File: src/rtl/mem_port_arbiter.sv
// rtl/mem_port_arbiter.sv - three-port arbiter/sequencer for a fixed-latency synchronous memory
// Optional starvation guard enabled by defining STARVE_GUARD_EN.
module mem_port_arbiter #(
    parameter int ADDR_W   = 10,
    parameter int DATA_W   = 32,
    parameter int MEM_LAT  = 2,
    parameter int MAX_WAIT = 8
) (
    input  logic                  clk1,
    input  logic                  rst,
    input  logic                  halted,
    input  logic [2:0]            req,
    input  logic [2:0]            we,
    input  logic [3*ADDR_W-1:0]   addr,
    input  logic [3*DATA_W-1:0]   wdata,
    output logic [2:0]            gnt,
    output logic [2:0]            done,
    output logic [DATA_W-1:0]     rdata,
    output logic                  busy,
    output logic                  mem_en,
    output logic                  mem_we,
    output logic [ADDR_W-1:0]     mem_addr,
    output logic [DATA_W-1:0]     mem_wdata,
    input  logic [DATA_W-1:0]     mem_rdata
);

    localparam logic [1:0] S_IDLE  = 2'd0;
    localparam logic [1:0] S_ISSUE = 2'd1;
    localparam logic [1:0] S_WAIT  = 2'd2;
    localparam logic [1:0] S_DONE  = 2'd3;

    localparam logic [3:0] CNT_LOAD = 4'(MEM_LAT - 1);

    logic [1:0]        state_q,     state_d;
    logic [1:0]        owner_q,     owner_d;
    logic              wr_q,        wr_d;
    logic [3:0]        cnt_q,       cnt_d;
    logic [2:0]        gnt_q,       gnt_d;
    logic [2:0]        done_q,      done_d;
    logic [DATA_W-1:0] rdata_q,     rdata_d;
    logic              busy_q,      busy_d;
    logic              mem_en_q,    mem_en_d;
    logic              mem_we_q,    mem_we_d;
    logic [ADDR_W-1:0] mem_addr_q,  mem_addr_d;
    logic [DATA_W-1:0] mem_wdata_q, mem_wdata_d;

    logic [2:0]        elig;
    logic [1:0]        sel;

`ifdef STARVE_GUARD_EN
    localparam logic [3:0] MAX_WAIT_L = 4'(MAX_WAIT);
    logic [2:0][3:0]   age_q, age_d;
`endif

    always_comb begin
        // Fetch is masked while the core is halted; data beats fetch beats debug.
        elig = req & {2'b11, ~halted};
        if (elig[1]) begin
            sel = 2'd1;
        end else if (elig[0]) begin
            sel = 2'd0;
        end else begin
            sel = 2'd2;
        end
`ifdef STARVE_GUARD_EN
        // Descending scan so the lowest aged id is the one that sticks.
        for (int k = 2; k >= 0; k--) begin
            if (elig[k] && (age_q[k] >= MAX_WAIT_L)) begin
                sel = 2'(k);
            end
        end
`endif
    end

    always_comb begin
        state_d     = state_q;
        owner_d     = owner_q;
        wr_d        = wr_q;
        cnt_d       = cnt_q;
        gnt_d       = 3'b000;
        done_d      = 3'b000;
        rdata_d     = rdata_q;
        mem_en_d    = 1'b0;
        mem_we_d    = 1'b0;
        mem_addr_d  = mem_addr_q;
        mem_wdata_d = mem_wdata_q;

        case (state_q)
            S_IDLE: begin
                if (elig != 3'b000) begin
                    owner_d     = sel;
                    wr_d        = (sel != 2'd0) && we[sel];
                    mem_addr_d  = addr[sel*ADDR_W +: ADDR_W];
                    mem_wdata_d = wdata[sel*DATA_W +: DATA_W];
                    gnt_d       = 3'b001 << sel;
                    mem_en_d    = 1'b1;
                    mem_we_d    = (sel != 2'd0) && we[sel];
                    state_d     = S_ISSUE;
                end
            end
            S_ISSUE: begin
                cnt_d   = CNT_LOAD;
                state_d = S_WAIT;
            end
            S_WAIT: begin
                if (cnt_q == 4'd0) begin
                    rdata_d = wr_q ? '0 : mem_rdata;
                    done_d  = 3'b001 << owner_q;
                    state_d = S_DONE;
                end else begin
                    cnt_d = cnt_q - 4'd1;
                end
            end
            default: begin
                state_d = S_IDLE;
            end
        endcase

        busy_d = (state_d != S_IDLE);
    end

`ifdef STARVE_GUARD_EN
    // The current owner does not age while its own access is in flight.
    always_comb begin
        age_d = age_q;
        for (int k = 0; k < 3; k++) begin
            if (gnt_d[k]) begin
                age_d[k] = 4'd0;
            end else if (elig[k] && !((state_q != S_IDLE) && (owner_q == 2'(k)))
                         && (age_q[k] != 4'hF)) begin
                age_d[k] = age_q[k] + 4'd1;
            end
        end
    end

    always_ff @(posedge clk1) begin
        if (rst) begin
            age_q <= '0;
        end else begin
            age_q <= age_d;
        end
    end
`endif

    always_ff @(posedge clk1) begin
        if (rst) begin
            state_q     <= S_IDLE;
            owner_q     <= 2'd0;
            wr_q        <= 1'b0;
            cnt_q       <= 4'd0;
            gnt_q       <= 3'b000;
            done_q      <= 3'b000;
            rdata_q     <= '0;
            busy_q      <= 1'b0;
            mem_en_q    <= 1'b0;
            mem_we_q    <= 1'b0;
            mem_addr_q  <= '0;
            mem_wdata_q <= '0;
        end else begin
            state_q     <= state_d;
            owner_q     <= owner_d;
            wr_q        <= wr_d;
            cnt_q       <= cnt_d;
            gnt_q       <= gnt_d;
            done_q      <= done_d;
            rdata_q     <= rdata_d;
            busy_q      <= busy_d;
            mem_en_q    <= mem_en_d;
            mem_we_q    <= mem_we_d;
            mem_addr_q  <= mem_addr_d;
            mem_wdata_q <= mem_wdata_d;
        end
    end

    assign gnt       = gnt_q;
    assign done      = done_q;
    assign rdata     = rdata_q;
    assign busy      = busy_q;
    assign mem_en    = mem_en_q;
    assign mem_we    = mem_we_q;
    assign mem_addr  = mem_addr_q;
    assign mem_wdata = mem_wdata_q;

endmodule

File: config.mk
export PLATFORM = sky130hd
export DESIGN_NAME = mem_port_arbiter
export DESIGN_NICKNAME = d
export VERILOG_FILES = /design/src/rtl/mem_port_arbiter.sv
export SDC_FILE = /design/constraint.sdc
export NUM_CORES = 1
export LEC_CHECK = 0
export BUFFER_PORTS_ARGS = -buffer_cell sky130_fd_sc_hd__buf_2
export CORE_MARGIN = 3
export CORE_UTILIZATION = 30
export CTS_BUF_LIST = sky130_fd_sc_hd__clkbuf_16
export DETAILED_ROUTE_END_ITERATION = 10
export PLACE_DENSITY = 0.69
export REMOVE_ABC_BUFFERS = 1
export SLEW_MARGIN = 25
export SYNTH_ARGS = -nofsm -noshare
export SYNTH_HDL_FRONTEND = slang
export SYNTH_SLANG_ARGS = --single-unit
File: constraint.sdc
create_clock -name clk1 -period 2.8 [get_ports clk1]
set_clock_uncertainty 0.1 [all_clocks]
set_input_delay 0.28 -clock clk1 [delete_from_list [all_inputs] [get_ports clk1]]
set_output_delay 0.28 -clock clk1 [all_outputs]
set_load 0.03 [all_outputs]
Word-level counts from Yosys, hierarchy flattened
Cells that the tools add are included.
{"block": "op_classes", "shift": 4, "n_mul": 1, "n_lt_le_gt_ge": 1, "n_eq_ne": 3, "muxes": 11, "addsub": 1, "n_bitwise": 6, "reduce_logical": 13}
{"cell": "variable part select 96 x 8 -> 32 bit", "count": 1}
{"cell": "2-to-1 mux 32 bit", "count": 1}
{"cell": "variable part select 30 x 7 -> 10 bit", "count": 1}
{"cell": "2-to-1 mux 2 bit", "count": 4}
{"cell": "case mux 4 bit (2 select lines)", "count": 1}
{"cell": "case mux 2 bit (3 select lines)", "count": 1}
{"cell": "AND reduction 2 bit", "count": 3}
{"cell": "nonzero test 2 bit", "count": 3}
{"cell": "OR reduction 3 bit", "count": 2}
{"cell": "<< shifter 1 x 2 -> 3 bit, first input constant", "count": 2}
{"cell": "multiplier 2 x 3 -> 5 bit, second input constant", "count": 1}
{"cell": "NOT 1 bit", "count": 5}
{"cell": "logical NOT 4 bit", "count": 1}
{"cell": "2-to-1 mux 4 bit", "count": 1}
{"cell": "subtractor 4 x 1 -> 4 bit, second input constant", "count": 1}
{"cell": "AND 3 bit", "count": 1}
{"cell": "less-than comparator 2 x 3 -> 1 bit, second input constant", "count": 1}
{"cell": "nonzero test 3 bit", "count": 1}
{"cell": "binary-select mux 1 bit (select 2 bit)", "count": 1}
{"cell": "== test 2 x 1 -> 1 bit, second input constant", "count": 1}
{"cell": "== test 2 bit, second input constant", "count": 1}
{"cell": "logical NOT 2 bit", "count": 1}
{"cell": "2-to-1 mux 1 bit", "count": 2}
{"cell": "!= test 2 bit, second input constant", "count": 1}
{"cell": "other kinds (2)", "count": 2}
{"block": "totals", "register_bits": 92, "elab_cells": 52, "input_bits": 167, "out_inout_bits": 83}

Depth between registers and ports, before layout
Gate-level depths: netlist of run 1.
{"block": "logic_depth", "depth_word": 7, "ltp_mapped": 7}

Worst setup path before layout of run 1
OpenSTA, ideal clock, no wires.
{"block": "synth_path", "path_kind": "register -> register", "start": "register state_q[0]", "end": "register rdata_q[10], in the netlist rdata[10]", "required_time_ns": 2.640, "path_buffers": 2, "path_stages_with_launch": 8, "setup_slack_ns": 1.097, "arrival_time_ns": 1.544, "path_cell_list": "dfxtp_1 inv_1 ha_1 buf_4 and4bb_2 nor2_1 buf_2 a22o_1"}
{"block": "synth_between", "elab_chain_len": 2}
{"element": "start: declaration", "line": "34", "source": "logic [1:0] state_q, state_d;"}
{"element": "start signal: assignment", "line": "160", "source": "state_q <= state_d;"}
{"element": "== test 2 bit", "line": "88", "source": "case (state_q)"}
{"element": "AND reduction 2 bit (no line)"}
{"element": "end signal: assignment", "line": "166", "source": "rdata_q <= rdata_d;"}
{"element": "end: declaration", "line": "40", "source": "logic [DATA_W-1:0] rdata_q, rdata_d;"}
No other way between the ends.
A chain may end at the register's enable or synchronous reset.

Worst setup path in the final report of run 1
{"block": "layout_path", "start": "register state_q[0]", "end": "register rdata_q[21], in the netlist rdata[21]"}
Same word-level chain as after synthesis.

==> run summary, run 1 <==
met1 WL: 5440 um
CP cell instances: inv_1 -> ha_1 -> and4bb_2 -> nor2_4 -> a22o_1
Final Power: 5.15 mW
commonest non-fill, non-tap cell in the layout: buf_2
Starting Density: 0.314
Post-Syn Area: 4260 um^2
number of nets still failing antenna checks after routing: 0
placed insts: 826
register area: 1840 um^2
Setup violations, final: 0
Die ar.: 15700 um^2
DRC violations left: 0
CP Capture Type: flop
Synth cell types: 37
critical path class: reg -> reg
PostCTS Resize Cnt: 0
DR WL/cell: 16.0 um
Die X-Extent: 125 um
Total Nets Final: 834
Seq/Total Area, Yosys: 0.433
# diodes: 0
crit start category: flop
Hold-fix buffers, CTS: 0
drt first pass iters: 4
Routed met3 length: 1260 um
gr usage total: 0.160
crit path DAT: 2240 ps
PortBufs: 248
Synth Instances: 444
total gr overflow: 0
Tcrit/Tclk final: 0.735
Worst Hold Launch: mem_rdata[30]
most frequent cells in the layout: 247 x buf_2, 92 x dfxtp_1, 48 x nor2_1, 46 x inv_1
Top Layer Used: met4
Avg Cell Area, Syn: 9.59 um^2
share of cells above drive strength 1: 0.423
first-pass GRT wire length: 20700 um
Critical path origin: state_q[0]$_SDFF_PP0_
vias in the first global route: 4294
status: completed
ranking of synthesized cells by area: dfxtp_1 43%, a32o_1 10%, nor4b_1 9.1%
via/cell ratio: 5.26
reg2reg start: state_q[0]$_SDFF_PP0_
initial antenna violation count: 0
postcts setup bufs: 0
area grow syn2layout: 38.9%
# IOs: 250
Fin Setup TNS: 0 ps
area of the multi-input gates: 2040 um^2
Synth Warn #: 0
Fin. Hold Viols: 0
Final Critical Period: 2060 ps
final WL: 13500 um
final non-filler cell total: 842
maximum capacitance violations: 0
crit-path max cell delay: 540 ps
worst hold path class: in -> reg
Critical Path Fanout Max: 32
CTS buffer count: 9
Synth top area share: 0.433
CTS tree: yes
Max rail drop VDD: 418 uV
worst slew pin tran: 971 ps
CTS Sinks: 92
Area after DPL: 5610 um^2
cell row count: 42
fill cell count: 1322
count of final max-slew check failures: 0
Iter 0 DRT Violations: 134
Std-Cell Core Area: 13600 um^2
Clock Latency Late Sink: 340 ps
htree depth: 3
f_max: 0.486 GHz
post-route cell area: 5910 um^2
RSZ-0062 raised after global routing: false
clock transition time at the flip-flop clock pins of the worst setup and hold paths: 70 ps
Die H: 125 um
GP Congestion: 0.915
Worst path slowest cell: nor2_4
Critical Path RT: 2980 ps
DR WL met2: 6560 um
vias: 4433
PwrDens: 871 nW/um^2
dominant cell type by area after synthesis: dfxtp_1
largest net degree at the start of global routing: 70
root buf cell: clkbuf_16
Seq cells post-synth: 92
CTS Buffer Depth: 2
max_slew headroom: 0.353
hpwl dp: 9820 um
Leakage: 2.81 nW
-- routing by layer --
metal  GRT usage  vias up
li1            -     2137
met1       0.179     2066
met2       0.288      213
met3      0.0516       17
met4      0.0523        0
met5           0        -
-- synth_stat cells --
cell type  number
ha_1            6
nor2b_4         1
o31ai_1         2
o21a_1          1
nand2b_1        4
a2bb2oi_1       1
or3b_2          1
nor4_1          1
inv_1          46
nor4b_1        44
buf_4           4
nand3_1         2
buf_1           1
nor3_2          1
o21ai_0         2
a22o_1         32
a31oi_1         1
a31o_2          1
nor3_1          4
nand4bb_1       1
a221oi_1       42
o31ai_4         1
and4bb_2        1
inv_2           2
buf_2          22
dfxtp_1        92
or4b_1          1
or3_1           1
a21oi_1         2
nand2_1         1
nor2_1         49
nand4b_1        1
a21boi_0        1
a32o_1         44
nor2b_1         3
clkbuf_1       23
and2_1          2
-- per-stage QoR --
| stage | utilization | worst slack (ps) | hold WS [ps] |
|---|---|---|---|
| floorplan | - | -825 | 249 |
| global placement | 0.413 | 481 | 353 |
| detailed placement | 0.414 | 732 | 359 |
| CTS | 0.436 | 746 | 32.1 |
| global route | 0.436 | 617 | 33.2 |
| finish | 0.436 | 742 | 45.9 |
-- final cells by class --
class | count | share of cell area
Timing Repair Buffer | 256 | 0.225
Tap cell | 176 | 0.0372
Clock inverter | 7 | 0.0138
Inverter | 48 | 0.0305
Clock buffer | 9 | 0.0381
Sequential cell | 92 | 0.311
Multi-Input combinational cell | 254 | 0.344
-- path summary, 6_finish.rpt --
path                                 end  slack (ps)  depth (start not counted)
setup / recovery  rdata[21]$_SDFFE_PP0N_         740                          5
hold / removal    rdata[30]$_SDFFE_PP0N_          50                          2
setup reg to reg  rdata[21]$_SDFFE_PP0N_         740                          5
hold reg to reg    rdata[5]$_SDFFE_PP0N_         370                          1
-- registers in the layout (all words and copies together) (netlist names), 2 cells and up --
signal,cells
cnt_q,4
rdata,32
owner_q,2
done,3
gnt,3
mem_addr,10
state_q,2
mem_wdata,32
-- where the power goes --
part	switching (mW)	leakage (nW)	internal (mW)
Clock	0.534	0.148	0.706
Sequential	0.181	0.755	1.65
Combinational	1.35	1.91	0.724
-- kinds of logic after synthesis --
logic type / after synthesis / share of synthesized area
adders and majority gates: 6 / 0.0176
buffers and inverters: 98 / 0.0964
and+or+nand+nor: 118 / 0.175
AOI/OAI and AO/OA: 130 / 0.278
DFF: 92 / 0.433
-- worst max-delay path: cells and delay by family, from the launching register on --
family / cells / cell delay, ps
flops: 1 / 410
fa+ha+maj: 1 / 300
compound gates: 1 / 250
buf+inv: 1 / 90
simple gates: 2 / 850
(Power assumes the default switching activity.)
==> run 2, diff against run 1 <==
==> constraint.sdc (replaced) <==
create_clock -name clk1 -period 2 [get_ports clk1]
set_clock_uncertainty 0.1 [all_clocks]
set_input_delay 0.2 -clock clk1 [delete_from_list [all_inputs] [get_ports clk1]]
set_output_delay 0.2 -clock clk1 [all_outputs]
set_load 0.03 [all_outputs]
==> run 2 against run 1 <==
  * Combinational power is 52% higher
  * Register-to-register slack got worse by 600 ps
  * Die area stayed put
  * Flip-flop and latch count unchanged
  * Global-route usage is 1.4 points higher
  * Highest routed layer unchanged
  * Via count rose by 5.1%
  * Hold slack worse by 30 ps
  * Sequential share of layout area is 2.1 points lower
  * Setup slack got worse by 600 ps
  * Sequential power increased by 40%
  * Utilization rose by 3.2 points
  * Clock power is 34% higher
==> run summary, run 2 (same netlist as run 1, synthesis figures left out) <==
vias: 4658 (was 4433)
Fin. Hold Viols: 0 (unchanged)
vias in the first global route: 4716 (was 4294)
Critical Path RT: 2170 ps (was 2980 ps)
number of nets still failing antenna checks after routing: 0 (unchanged)
Tcrit/Tclk final: 0.928 (was 0.735)
Critical Path Fanout Max: 32 (unchanged)
reg2reg start: state_q[0]$_SDFF_PP0_ (unchanged)
Worst Hold Launch: mem_rdata[25] (was mem_rdata[30])
CTS tree: yes (unchanged)
htree depth: 3 (unchanged)
critical path class: reg -> reg (unchanged)
via/cell ratio: 5.25 (was 5.26)
Critical path origin: state_q[0]$_SDFF_PP0_ (unchanged)
total gr overflow: 0 (unchanged)
Leakage: 3.01 nW (was 2.81 nW)
final setup margin: 145 ps (was 742 ps)
initial antenna violation count: 0 (unchanged)
DRC violations left: 0 (unchanged)
status: completed (unchanged)
drt first pass iters: 4 (unchanged)
PwrDens: 1160 nW/um^2 (was 871 nW/um^2)
Worst path slowest cell: nor2_4 (unchanged)
CP Capture Type: flop (unchanged)
crit path DAT: 2030 ps (was 2240 ps)
final WL: 14600 um (was 13500 um)
maximum capacitance violations: 0 (unchanged)
fill cell count: 1285 (was 1322)
area grow syn2layout: 49.0% (was 38.9%)
count of final max-slew check failures: 0 (unchanged)
Final Critical Period: 1860 ps (was 2060 ps)
PortBufs: 248 (unchanged)
Clock Latency Late Sink: 330 ps (was 340 ps)
Starting Density: 0.314 (unchanged)
CP cell instances: inv_1 -> ha_1 -> and4bb_2 -> nor2_4 -> a22o_1 (unchanged)
Die H: 125 um (unchanged)
RSZ-0062 raised after global routing: false (unchanged)
crit-path max cell delay: 560 ps (was 540 ps)
f_max: 0.539 GHz (was 0.486 GHz)
crit start category: flop (unchanged)
worst slew pin tran: 845 ps (was 971 ps)
most frequent cells in the layout: 247 x buf_2, 92 x dfxtp_1, 48 x nor2_1, 46 x inv_1 (unchanged)
max_slew headroom: 0.436 (was 0.353)
Std-Cell Core Area: 13600 um^2 (unchanged)
delay-heaviest family, CP: simple AND/OR/NAND/NOR gates (unchanged)
postcts setup bufs: 0 (unchanged)
commonest non-fill, non-tap cell in the layout: buf_2 (unchanged)
root buf cell: clkbuf_16 (unchanged)
cell row count: 42 (unchanged)
Setup violations, final: 0 (unchanged)
Die ar.: 15700 um^2 (unchanged)
Max rail drop VDD: 575 uV (was 418 uV)
clock transition time at the flip-flop clock pins of the worst setup and hold paths: 70 ps (about the same)
CTS Sinks: 92 (unchanged)
# IOs: 250 (unchanged)
share of cells above drive strength 1: 0.416 (was 0.423)
hpwl dp: 9920 um (was 9820 um)
Fin Setup TNS: 0 ps (unchanged)
GP Congestion: 0.925 (was 0.915)
register area: 1840 um^2 (unchanged)
Total Nets Final: 879 (was 834)
CTS buffer count: 9 (unchanged)
# diodes: 0 (unchanged)
gr usage total: 0.174 (was 0.160)
pre-CTS setup slack: -185 ps (was 732 ps)
Iter 0 DRT Violations: 191 (was 134)
Buf/Inv on CP: 1 (unchanged)
worst hold path class: in -> reg (unchanged)
largest net degree at the start of global routing: 63 (was 70)
DR WL/cell: 16.5 um (was 16.0 um)
Die X-Extent: 125 um (unchanged)
CTS Buffer Depth: 2 (unchanged)
area of the multi-input gates: 2040 um^2 (unchanged)
first-pass GRT wire length: 22900 um (was 20700 um)
[run 2: area by class of cell]
| cell class | count | area share |
|---|---|---|
| clock buffer | 9 | 0.0355 |
| sequential | 92 | 0.290 |
| clock inverter | 7 | 0.00966 |
| timing repair buffer | 301 | 0.281 |
| inverter | 48 | 0.0284 |
| tap | 176 | 0.0347 |
| multi-input combinational | 254 | 0.321 |
[run 2: path summary, 6_finish.rpt]
path                             to  slack, ps  depth (start not counted)
max reg2reg  rdata[25]$_SDFFE_PP0N_        140                          5
min reg2reg  rdata[10]$_SDFFE_PP0N_        380                          1
min          rdata[25]$_SDFFE_PP0N_         20                          2
max          rdata[25]$_SDFFE_PP0N_        140                          5
[run 2: where the power goes]
part           internal (mW)  switching [mW]
Sequential              2.31           0.243
Combinational           1.18            1.98
Clock                  0.876           0.788
[run 2: what timing repair did]
action | 4_1_cts | 5_1_grt
endpoints found under the setup margin | 32 | 0
resized for setup | 1 | 0
endpoints found under the hold margin | 30 | 1
hold buffers | 30 | 1
[run 2: per-stage QoR]
stage	instances	power (mW)	hold slack (ps)	area (um^2)	utilization
floorplan	394	4.44	169	4030	-
global placement	840	5.61	308	5740	0.424
detailed placement	840	5.70	318	5740	0.424
CTS	886	7.45	0.382	6340	0.467
global route	887	7.79	10.3	6350	0.468
finish	887	7.38	15.8	6350	0.468
[run 2: layer usage]
metal  track usage  vias up  share of wire
met3        0.0529       15          0.082
met4        0.0574        0          0.012
met1         0.202     2190           0.42
li1              -     2224              -
met5             0        -              0
met2         0.306      229           0.49
==> run 3, diff against run 2 <==
--- a/config.mk
+++ b/config.mk
@@ -6,6 +6,7 @@
 export NUM_CORES = 1
 export LEC_CHECK = 0
 export BUFFER_PORTS_ARGS = -buffer_cell sky130_fd_sc_hd__buf_2
+export CORE_ASPECT_RATIO = 1.4
 export CORE_MARGIN = 3
 export CORE_UTILIZATION = 30
 export CTS_BUF_LIST = sky130_fd_sc_hd__clkbuf_16
==> run 3 against run 2 <==
  * Die area grew 0.13%
  * Global-route usage hardly changed
  * Count of clock-buffer cells in the layout did not move
  * Flip-flop and latch count unchanged
  * Setup slack worse by 32 ps
  * Critical endpoint is now mem_wdata[3]$_SDFFE_PP0P_
  * Critical path type unchanged
  * Non-clock buffer count increased by 5
  * Clock power increased by 10%
==> run summary, run 3 (same netlist as run 1, synthesis figures left out) <==
Fin Setup TNS: 0 ps (unchanged)
CP cell instances: inv_1 -> buf_4 -> ha_1 -> nor2b_2 -> o31ai_4 -> inv_2 -> buf_12 -> a32o_1 (was inv_1 -> ha_1 -> and4bb_2 -> nor2_4 -> a22o_1)
first-pass GRT wire length: 21900 um (was 22900 um)
gr usage total: 0.174 (about the same)
register area: 1840 um^2 (unchanged)
DRC violations left: 0 (unchanged)
number of nets still failing antenna checks after routing: 0 (unchanged)
PortBufs: 248 (unchanged)
Critical Path Fanout Max: 40 (was 32)
hpwl dp: 10000 um (was 9920 um)
area of the multi-input gates: 2050 um^2 (was 2040 um^2)
final WL: 14500 um (was 14600 um)
CTS buffer count: 9 (unchanged)
Die X-Extent: 107 um (was 125 um)
commonest non-fill, non-tap cell in the layout: buf_2 (unchanged)
Final Power: 7.56 mW (was 7.38 mW)
root buf cell: clkbuf_16 (unchanged)
CTS Buffer Depth: 2 (unchanged)
CTS Sinks: 92 (unchanged)
vias: 4538 (was 4658)
crit-path max cell delay: 330 ps (was 560 ps)
maximum capacitance violations: 0 (unchanged)
Final Critical Period: 1890 ps (was 1860 ps)
PwrDens: 1180 nW/um^2 (was 1160 nW/um^2)
postcts setup bufs: 0 (unchanged)
# IOs: 250 (unchanged)
RSZ-0062 raised after global routing: false (unchanged)
initial antenna violation count: 0 (unchanged)
Iter 0 DRT Violations: 297 (was 191)
CTS tree: yes (unchanged)
vias in the first global route: 4463 (was 4716)
Util after Layout: 0.471 (was 0.468)
GP Congestion: 0.805 (was 0.925)
DR WL/cell: 16.1 um (was 16.5 um)
Tcrit/Tclk final: 0.944 (was 0.928)
Setup violations, final: 0 (unchanged)
post-route cell area: 6420 um^2 (was 6350 um^2)
Die H: 147 um (was 125 um)
crit path DAT: 2010 ps (was 2030 ps)
Max rail drop VDD: 637 uV (was 575 uV)
drt first pass iters: 4 (unchanged)
count of final max-slew check failures: 0 (unchanged)
clock transition time at the flip-flop clock pins of the worst setup and hold paths: 70 ps (about the same)
Clock Latency Late Sink: 340 ps (was 330 ps)
critical path class: reg -> reg (unchanged)
Critical Path RT: 2120 ps (was 2170 ps)
FF-to-FF path depth: 8 (was 5)
share of cells above drive strength 1: 0.421 (was 0.416)
Die ar.: 15700 um^2 (about the same)
fill cell count: 1308 (was 1285)
largest net degree at the start of global routing: 46 (was 63)
f_max: 0.530 GHz (was 0.539 GHz)
Area after DPL: 5760 um^2 (was 5740 um^2)
max_slew headroom: 0.441 (was 0.436)
CP Capture Type: flop (unchanged)
worst slew pin tran: 839 ps (was 845 ps)
most frequent cells in the layout: 247 x buf_2, 92 x dfxtp_1, 48 x nor2_1, 47 x inv_1 (was 247 x buf_2, 92 x dfxtp_1, 48 x nor2_1, 46 x inv_1)
Std-Cell Core Area: 13600 um^2 (about the same)
worst hold path class: in -> reg (unchanged)
status: completed (unchanged)
via/cell ratio: 5.05 (was 5.25)
Starting Density: 0.312 (was 0.314)
crit start category: flop (unchanged)
Total Nets Final: 885 (was 879)
WHS: 156 ps (was 15.8 ps)
# diodes: 0 (unchanged)
total gr overflow: 0 (unchanged)
Worst path slowest cell: dfxtp_1 (was nor2_4)
Fin. Hold Viols: 0 (unchanged)
cell row count: 50 (was 42)
area grow syn2layout: 50.7% (was 49.0%)
worst hold path depth: 3 (was 2)
htree depth: 3 (unchanged)
Leakage: 3.05 nW (was 3.01 nW)
-- run 3: changes by cell type in the layout (fill, tap and decap cells not counted), moves of 2 or more --
cell       delta
bufinv_16     +2
buf_4         +6
inv_6         -2
inv_8         -2
buf_12        -2
-- run 3: repair_timing --
| item | CTS | global route |
|---|---|---|
| setup endpoints to repair | 0 | 45 |
| gates resized for setup | 0 | 2 |
| hold buffers | 32 | 0 |
| hold endpoints to repair | 32 | 0 |
-- run 3: area by class of cell --
| cell class | count | area share |
|---|---|---|
| repair buffers | 306 | 0.280 |
| clock inverters | 7 | 0.0152 |
| clock buffers | 9 | 0.0351 |
| multi-input cells | 255 | 0.319 |
| flip-flops and latches | 92 | 0.287 |
| inverters | 48 | 0.0281 |
| well taps | 182 | 0.0355 |
-- run 3: layer usage --
metal	vias to the layer above	wire [um]	GRT usage
li1	2234	-	-
met1	2063	5510	0.186
met2	223	7450	0.324
met3	18	1290	0.0497
met4	0	208	0.0544
met5	-	0	0
-- run 3: final timing paths --
path	startpoint	end	slack [ps]
min	req[2]	gnt[0]$_SDFF_PP0_	160
max reg2reg	state_q[0]$_SDFF_PP0_	mem_wdata[3]$_SDFFE_PP0P_	110
max	state_q[0]$_SDFF_PP0_	mem_wdata[3]$_SDFFE_PP0P_	110
min reg2reg	owner_q[1]$_SDFFE_PP0P_	done[1]$_SDFF_PP0_	380
-- run 3: through the flow --
stage	instances	setup WS [ps]
4_1_cts	898	74.3
3_5_place_dp	850	117
2_1_floorplan	394	-1550
6_report	899	112
5_1_grt	899	12.3
3_3_place_gp	850	-161
-- run 3: power by group --
| part | leakage, nW | internal, mW | total, mW | switching (mW) |
|---|---|---|---|---|
| Sequential | 0.755 | 2.31 | 2.55 | 0.238 |
| Clock | 0.158 | 1.10 | 1.83 | 0.728 |
| Combinational | 2.13 | 1.18 | 3.18 | 2.01 |
-- run 3: worst max-delay path: cells and delay by family (launching register included) --
kind | cells | cell delay [ps]
fa+ha+maj | 1 | 240
flops | 1 | 330
buf+inv | 4 | 550
compound gates | 2 | 320
simple gates | 1 | 190
